--- config.mk ---
export PLATFORM = sky130hd
export DESIGN_NAME = fpu_addmul
export DESIGN_NICKNAME = d
export VERILOG_FILES = /design/src/rtl/fpu_pkg.sv /design/src/rtl/fpu_lzc.sv /design/src/rtl/fpu_addmul.sv
export SDC_FILE = /design/constraint.sdc
export NUM_CORES = 1
export LEC_CHECK = 0
export ABC_AREA = 1
export CAP_MARGIN = 10
export CORE_MARGIN = 1.5
export CORE_UTILIZATION = 50
export DETAILED_ROUTE_END_ITERATION = 8
export DONT_BUFFER_PORTS = 1
export HOLD_SLACK_MARGIN = 0.06
export PLACE_DENSITY = 0.76
export SYNTH_ARGS = -nofsm -noshare
export SYNTH_HDL_FRONTEND = slang
export SYNTH_HIERARCHICAL = 1
export SYNTH_SLANG_ARGS = --single-unit
--- constraint.sdc ---
create_clock -name clock -period 20.1 [get_ports clock]
set_clock_uncertainty 0.1 [all_clocks]
set_input_delay 2.01 -clock clock [delete_from_list [all_inputs] [get_ports clock]]
set_output_delay 2.01 -clock clock [all_outputs]
set_load 0.05 [all_outputs]
--- src/rtl/fpu_pkg.sv ---
// fpu_pkg: opcodes, FSM states, flag indices and canonical-NaN helper shared by the FPU files.
package fpu_pkg;
    typedef enum logic [3:0] {
        OP_ADD = 4'b0000,
        OP_SUB = 4'b0001,
        OP_MUL = 4'b0010
    } op_e;

    typedef enum logic [2:0] {
        S_IDLE,
        S_UNPACK,
        S_EXEC,
        S_NORM,
        S_ROUND,
        S_DONE
    } state_e;

    localparam int FL_INV = 3;
    localparam int FL_OVF = 2;
    localparam int FL_UNF = 1;
    localparam int FL_INX = 0;

    localparam int NAN_MAX_W = 128;

    function automatic logic [NAN_MAX_W-1:0] canon_nan(input int w);
        return {NAN_MAX_W{1'b1}} >> (NAN_MAX_W - w);
    endfunction
endpackage

--- src/rtl/fpu_lzc.sv ---
// fpu_lzc: combinational leading-zero counter; returns W for an all-zero input.
module fpu_lzc #(
    parameter int W = 8,
    localparam int CW = $clog2(W + 1)
) (
    input  logic [W-1:0]  value,
    output logic [CW-1:0] count
);
    always_comb begin
        count = CW'(W);
        for (int i = 0; i < W; i++)
            if (value[i]) count = CW'(W - 1 - i);
    end
endmodule

--- src/rtl/fpu_addmul.sv ---
// fpu_addmul: multi-cycle parametrised add/sub/mul with round-to-nearest-even and per-result flags.
module fpu_addmul
    import fpu_pkg::*;
#(
    parameter int EXP_W = 8,
    parameter int MAN_W = 23,
    parameter int W = 1 + EXP_W + MAN_W
) (
    input  logic         clock,
    input  logic         reset,
    input  logic [3:0]   operation,
    input  logic [W-1:0] data_a,
    input  logic [W-1:0] data_b,
    input  logic         input_rdy,
    output logic         input_ack,
    output logic         output_rdy,
    input  logic         output_ack,
    output logic [W-1:0] result,
    output logic [3:0]   flags
);
    localparam int M = MAN_W;
    localparam int E = EXP_W;
    // datapath: carry | hidden | mantissa | guard | round | sticky
    localparam int PW = M + 5;
    localparam int PRW = 2 * (M + 1);
    localparam int LW = $clog2(PW);
    localparam int XW = (E > LW ? E : LW) + 2;
    localparam int CNTW = $clog2(M + 1) + 1;
    localparam logic [W-1:0] NAN = W'(canon_nan(W));
    localparam logic signed [XW-1:0] BIAS = XW'((1 << (E - 1)) - 1);
    localparam logic signed [XW-1:0] EMAX = XW'((1 << E) - 1);

    state_e state, state_nx;
    logic [3:0] op_q;
    logic [W-1:0] a_q, b_q;
    logic [PW-1:0] xa, xb, path;
    logic [M:0] mcand;
    logic [PRW-1:0] prod;
    logic [CNTW-1:0] cnt;
    logic signed [XW-1:0] exp_q;
    logic sign_q, zsign_q, sub_q, zero_q, special_q;

    logic sa, sb, sbe, is_add, is_mul, illegal, swap, special, invalid;
    logic nan_a, nan_b, inf_a, inf_b, zero_a, zero_b;
    logic [E-1:0] ea, eb, ebig, d;
    logic [M-1:0] ma, mb;
    logic [M:0] fa, fb;
    logic [PW-1:0] pbig, psml, pshf;
    logic [W-1:0] sp_res;

    assign {sa, ea, ma} = a_q;
    assign {sb, eb, mb} = b_q;

    always_comb begin
        is_mul = op_q == OP_MUL;
        is_add = op_q == OP_ADD || op_q == OP_SUB;
        illegal = !is_add && !is_mul;
        sbe = sb ^ (op_q == OP_SUB);
        zero_a = ea == '0;
        zero_b = eb == '0;
        inf_a = &ea && ma == '0;
        inf_b = &eb && mb == '0;
        nan_a = &ea && |ma;
        nan_b = &eb && |mb;
        fa = zero_a ? '0 : {1'b1, ma};
        fb = zero_b ? '0 : {1'b1, mb};
        invalid = illegal || nan_a || nan_b || (is_add && inf_a && inf_b && (sa ^ sbe))
                  || (is_mul && ((inf_a && zero_b) || (zero_a && inf_b)));
        special = invalid || inf_a || inf_b;
        sp_res = invalid ? NAN : {is_mul ? sa ^ sb : (inf_a ? sa : sbe), {E{1'b1}}, {M{1'b0}}};
        swap = {ea, fa} < {eb, fb};
        ebig = swap ? eb : ea;
        d = swap ? eb - ea : ea - eb;
        pbig = {1'b0, swap ? fb : fa, 3'b000};
        psml = {1'b0, swap ? fa : fb, 3'b000};
        pshf = psml >> d;
        pshf[0] = pshf[0] | |(psml & ((PW'(1) << d) - PW'(1)));
    end

    // one shift-add step: conditionally add the multiplicand into the top half, then shift right
    logic [M+1:0] mac;
    logic [PRW-1:0] prod_nx;
    logic [PRW+1:0] pext;
    logic [PW-1:0] mpath;

    always_comb begin
        mac = {1'b0, prod[PRW-1:M+1]} + (prod[0] ? {1'b0, mcand} : '0);
        prod_nx = {mac, prod[M:1]};
        pext = {prod_nx, 2'b00};
        mpath = {pext[2*M+3:M], |pext[M-1:0]};
    end

    logic [LW-1:0] lz;

    fpu_lzc #(.W(PW - 1)) u_lzc (
        .value(path[PW-2:0]),
        .count(lz)
    );

    logic g, r, s, up, inx, ovf, unf;
    logic [M+1:0] mr;
    logic [M-1:0] man_r;
    logic signed [XW-1:0] er;
    logic [W-1:0] rnd_res;
    logic [3:0] rnd_fl;

    always_comb begin
        {g, r, s} = path[2:0];
        up = g & (r | s | path[3]);
        inx = g | r | s;
        mr = {1'b0, path[PW-2:3]} + {{(M+1){1'b0}}, up};
        man_r = mr[M+1] ? mr[M:1] : mr[M-1:0];
        er = exp_q + XW'(mr[M+1]);
        ovf = !zero_q && er >= EMAX;
        unf = !zero_q && !ovf && (er[XW-1] || er == '0);
        rnd_res = (zero_q || unf) ? {sign_q, {(W-1){1'b0}}}
                : ovf ? {sign_q, {E{1'b1}}, {M{1'b0}}}
                : {sign_q, er[E-1:0], man_r};
        rnd_fl = '0;
        rnd_fl[FL_OVF] = ovf;
        rnd_fl[FL_UNF] = unf;
        rnd_fl[FL_INX] = !zero_q && (ovf || unf || inx);
    end

    always_ff @(posedge clock)
        state <= reset ? S_IDLE : state_nx;

    // resolved specials spend one pass-through cycle in ROUND before DONE
    always_comb begin
        state_nx = state;
        case (state)
            S_IDLE:   state_nx = input_rdy ? S_UNPACK : S_IDLE;
            S_UNPACK: state_nx = special ? S_ROUND : S_EXEC;
            S_EXEC:   state_nx = (!is_mul || cnt == CNTW'(M)) ? S_NORM : S_EXEC;
            S_NORM:   state_nx = S_ROUND;
            S_ROUND:  state_nx = S_DONE;
            S_DONE:   state_nx = output_ack ? S_IDLE : S_DONE;
            default:  state_nx = S_IDLE;
        endcase
    end

    always_ff @(posedge clock) begin
        if (reset) begin
            input_ack <= 1'b0;
            output_rdy <= 1'b0;
            result <= '0;
            flags <= '0;
            cnt <= '0;
        end else begin
            input_ack <= state == S_IDLE && input_rdy;
            output_rdy <= state_nx == S_DONE;
            case (state)
                S_IDLE: if (input_rdy) begin
                    op_q <= operation;
                    a_q <= data_a;
                    b_q <= data_b;
                end
                S_UNPACK: begin
                    special_q <= special;
                    zero_q <= 1'b0;
                    cnt <= '0;
                    if (special) begin
                        result <= sp_res;
                        flags <= 4'(invalid) << FL_INV;
                    end
                    sign_q <= is_mul ? sa ^ sb : (swap ? sbe : sa);
                    zsign_q <= is_mul ? sa ^ sb : sa & sbe;
                    sub_q <= sa ^ sbe;
                    exp_q <= is_mul ? XW'(ea) + XW'(eb) - BIAS : XW'(ebig);
                    xa <= pbig;
                    xb <= pshf;
                    mcand <= fa;
                    prod <= {{(M+1){1'b0}}, fb};
                end
                S_EXEC: if (is_mul) begin
                    prod <= prod_nx;
                    cnt <= cnt == CNTW'(M) ? '0 : cnt + CNTW'(1);
                    if (cnt == CNTW'(M)) path <= mpath;
                end else begin
                    path <= sub_q ? xa - xb : xa + xb;
                end
                S_NORM: if (path == '0) begin
                    zero_q <= 1'b1;
                    sign_q <= zsign_q;
                end else if (path[PW-1]) begin
                    path <= {1'b0, path[PW-1:2], path[1] | path[0]};
                    exp_q <= exp_q + XW'(1);
                end else begin
                    path <= path << lz;
                    exp_q <= exp_q - XW'(lz);
                end
                S_ROUND: if (!special_q) begin
                    result <= rnd_res;
                    flags <= rnd_fl;
                end
                default: ;
            endcase
        end
    end
endmodule

==> results.yml <==
detailed_routing:
  ant_nets: 0
  wirelength_microns: 73890
  vias: 20240
  dr.pass1.iters: 6
  wl_per_cell_microns: 22.08
  drc_errors: 0
  drtIter0Drc: 2491
  vias_per_cell: 6.047
worst_setup_path:
  critical_path.slowest_cell: "nand3_2"
  crit_arrival_ns: 6.75
  reg2reg_slack_ns: 13.57
  path_class: "reg -> reg"
  slowest_delay_ns: 0.50
  required_ns: 20.32
  cp-start-kind: "flop"
  cp-end-kind: "flop"
  path_common_cell: "nand2_1"
  critPathMaxFanout: 59
floorplan:
  die_h_microns: 209.4
  start_util_pct: 50.77
  rows: 75
  fp.dieArea_sq_um: 43840
  io_pins: 110
  coreArea_sq_um: 41950
  die_w_microns: 209.4
global_routing:
  antenna_found_initial: 4
  track_usage_pct: 33.11
  grt_first_pass_wirelength_microns: 111900
  grt_pass1_vias: 18970
  grt_max_degree: 78
  grt-ovfl-total: 0
sta:
  setup_tns_ns: 0
  worst_slack_ns: 13.57
  drv_slew: 0
  setup_violations: 0
  layout_min_cycle_time_ns: 6.533
  hold_viol: 0
  finalCritPeriodShare_pct: 32.50
  max_slew_margin_pct: 27.18
  max_freq_ghz: 0.1531
  grt_setup_unrepaired: "false"
  worst_pin_slew_ns: 1.091
synthesis:
  async_reset_ff_share_pct: 0
  synth_xor_area_share_pct: 2.797
  avgSynthCellArea_sq_um: 7.507
  yosys.area_share.simple_pct: 24.88
  yosysTopAreaCell: "edfxtp_1"
  synth_top_family_by_area: "simple AND/OR/NAND/NOR gates"
  synth_mux_area_share_pct: 0.5640
  ys.flop_type: "edfxtp_1"
  mappedNetlistNets: 3052
  yosys.area_share.adder_pct: 8.613
  yosysSeqAreaShare_pct: 37.41
  synth_compound_area_share_pct: 17.16
  synth_edf_count: 234
  synth_top_area_share_pct: 32.99
  syn_area_sq_um: 21300
  synth_cell_types: 67
  yosysWarnings: 6
  syn_inst: 2837
  ys_seq_elements: 281
  ys_top_cells_by_area: "edfxtp_1, nand2_1, ha_1, inv_1, o21ai_0"
clock_network:
  clkSinkCount: 281
  clkTransAtPathRegs_ns: 0.07
  tritoncts: "done"
  cts.path.max_buffers: 3
  cts_root_buffer: "clkbuf_16"
  insertion_delay_ns: 0.58
  h-tree-depth: 1
  cts_resized: 0
  cts_buffers: 31
  post_cts.repair.setup_buffers: 0
  cts-hold-fix-buffers: 0
placement:
  port_buffers: 0
  post-dp-hpwl_microns: 57740
  pre_cts_ws_ns: 13.73
  gp_congestion: 1.022
power:
  p_comb_share_pct: 27.6
  p_int_uw: 1162
  pwr-share-clk_pct: 31.2
  sw_frac_of_total_pct: 36.75
  p_sw_uw: 674.8
  vdd_drop_max_v: 0.00007158
  power_density_nw_per_um2: 80.89
  p_leak_uw: 0.01002
  sequentialPowerShare_pct: 41.2
finish:
  area_growth_pct: 6.592
  seqCellArea_sq_um: 7968
  fin_nets: 3000
  drive_gt1_share_pct: 5.237
  multi_input_area_sq_um: 11540
  n_fill_cell: 3953
status:
  status: "finished, final reports clean"
min_path:
  worstHoldPathType: "reg -> reg"
run:
  maxCapViolCount: 0
[critical path: cells and delay by family (launching register included)]
family                   cells  cell delay (ns)
buffers and inverters        4             1.51
flip-flops                   1             0.48
adder cells (fa/ha/maj)      1             0.29
AO/OA/AOI/OAI                3             0.54
AND/OR/NAND/NOR             23             3.34
[final timing paths]
path / startpoint / to / depth (start not counted)
hold / removal: cnt[1] / cnt[1] / 2
setup reg to reg: b_q[29] / xb[0] / 31
setup / recovery: b_q[29] / xb[0] / 31
hold reg to reg: cnt[1] / cnt[1] / 2
[metrics by stage]
step	hold WS, ns	total power (uW)	area (sq um)	cells	util [%]
after floorplan	0.3672	1120	21300	2837	-
after global placement	0.3796	1258	21700	3291	51.72
after detailed placement	0.4001	1260	21700	3291	51.72
after CTS	0.4107	1828	22700	3346	54.11
after global routing	0.4300	1912	22700	3346	54.11
final	0.4101	1836	22700	3347	54.12
[layout make-up]
type	instances	area share, %
repair buffers	20	0.6614
inverters	360	6.013
flip-flops and latches	281	35.10
clock inverters	17	0.6008
multi-input cells	2091	50.83
well taps	539	2.971
clock buffers	38	3.814
diodes	1	0.01102
[cell usage after synthesis (4+ instances only)]
cell / number
nand2_1: 619
inv_1: 340
nor2_1: 282
edfxtp_1: 234
o21ai_0: 228
a21oi_1: 192
nand3_1: 160
ha_1: 137
clkbuf_1: 74
xor2_1: 59
o22ai_1: 48
dfxtp_1: 47
nor3_1: 41
o21ai_1: 31
nor4_1: 30
nand4_1: 29
a31oi_1: 24
o211ai_1: 20
o221ai_1: 19
buf_2: 15
or2_2: 15
inv_2: 13
mux2i_1: 12
nand2_2: 12
a21boi_0: 10
nor2_2: 10
buf_1: 9
xnor2_1: 9
o2111ai_1: 7
a211oi_1: 6
and3_1: 6
buf_6: 6
clkinv_1: 6
fa_1: 6
nand3_2: 6
a221oi_1: 5
a22o_1: 5
o21bai_1: 5
o31ai_1: 5
a22oi_1: 4
nand2_4: 4
nor3_2: 4
o21a_1: 4
[cell families after synthesis]
logic type / after synthesis
simple gates: 1231
compound gates: 637
buf+inv: 465
flops: 281
fa+ha+maj: 143
xor+xnor: 68
mux: 12
[layer usage]
metal  part of all wire (%)  track usage [%]  up-vias
met5                  0.077                0        -
met4                    4.6            13.92        8
met3                    8.1            4.833      185
met2                     46            55.20     1014
met1                     41            43.10     9449
li1                       -                -     9584
[state kept, by name (all words and copies together) (netlist names), 3 cells and up]
signal and cells:
exp_q 10, b_q 32, result 32, op_q 4
xa 24, cnt 6, prod 48, mcand 24
flags 4, state 3, path 28, a_q 32
xb 27
[cells in the final DEF (no fill, tap or decap), types with 7 or more instances in the layout]
cell type,Yosys,layout
ha_1,137,137
clkbuf_16,0,33
nor3_1,41,38
xor2_1,59,59
o22ai_1,48,48
o211ai_1,20,20
or2_2,15,15
dfxtp_1,47,47
buf_4,1,20
edfxtp_1,234,234
nand3_1,160,160
a31oi_1,24,24
nor2_1,282,280
nand2_2,12,12
nand4_1,29,29
o221ai_1,19,19
nor2_2,10,10
a21boi_0,10,9
nand2_1,619,619
xnor2_1,9,9
mux2i_1,12,12
nor3_2,4,7
o2111ai_1,7,7
nor4_1,30,30
o21ai_0,228,228
clkinv_1,6,10
inv_2,13,13
clkinv_2,0,8
a21oi_1,192,192
o21ai_1,31,31
inv_1,340,340
[power groups by stage]
stage | clock network, uW | logic [uW] | registers, uW
2_1_floorplan | 0 | 363 | 757
3_3_place_gp | 0 | 490 | 767
3_5_place_dp | 0 | 491 | 768
4_1_cts | 577 | 494 | 756
5_1_grt | 597 | 555 | 760
6_report | 572 | 507 | 757
(Power assumes the default switching activity.)
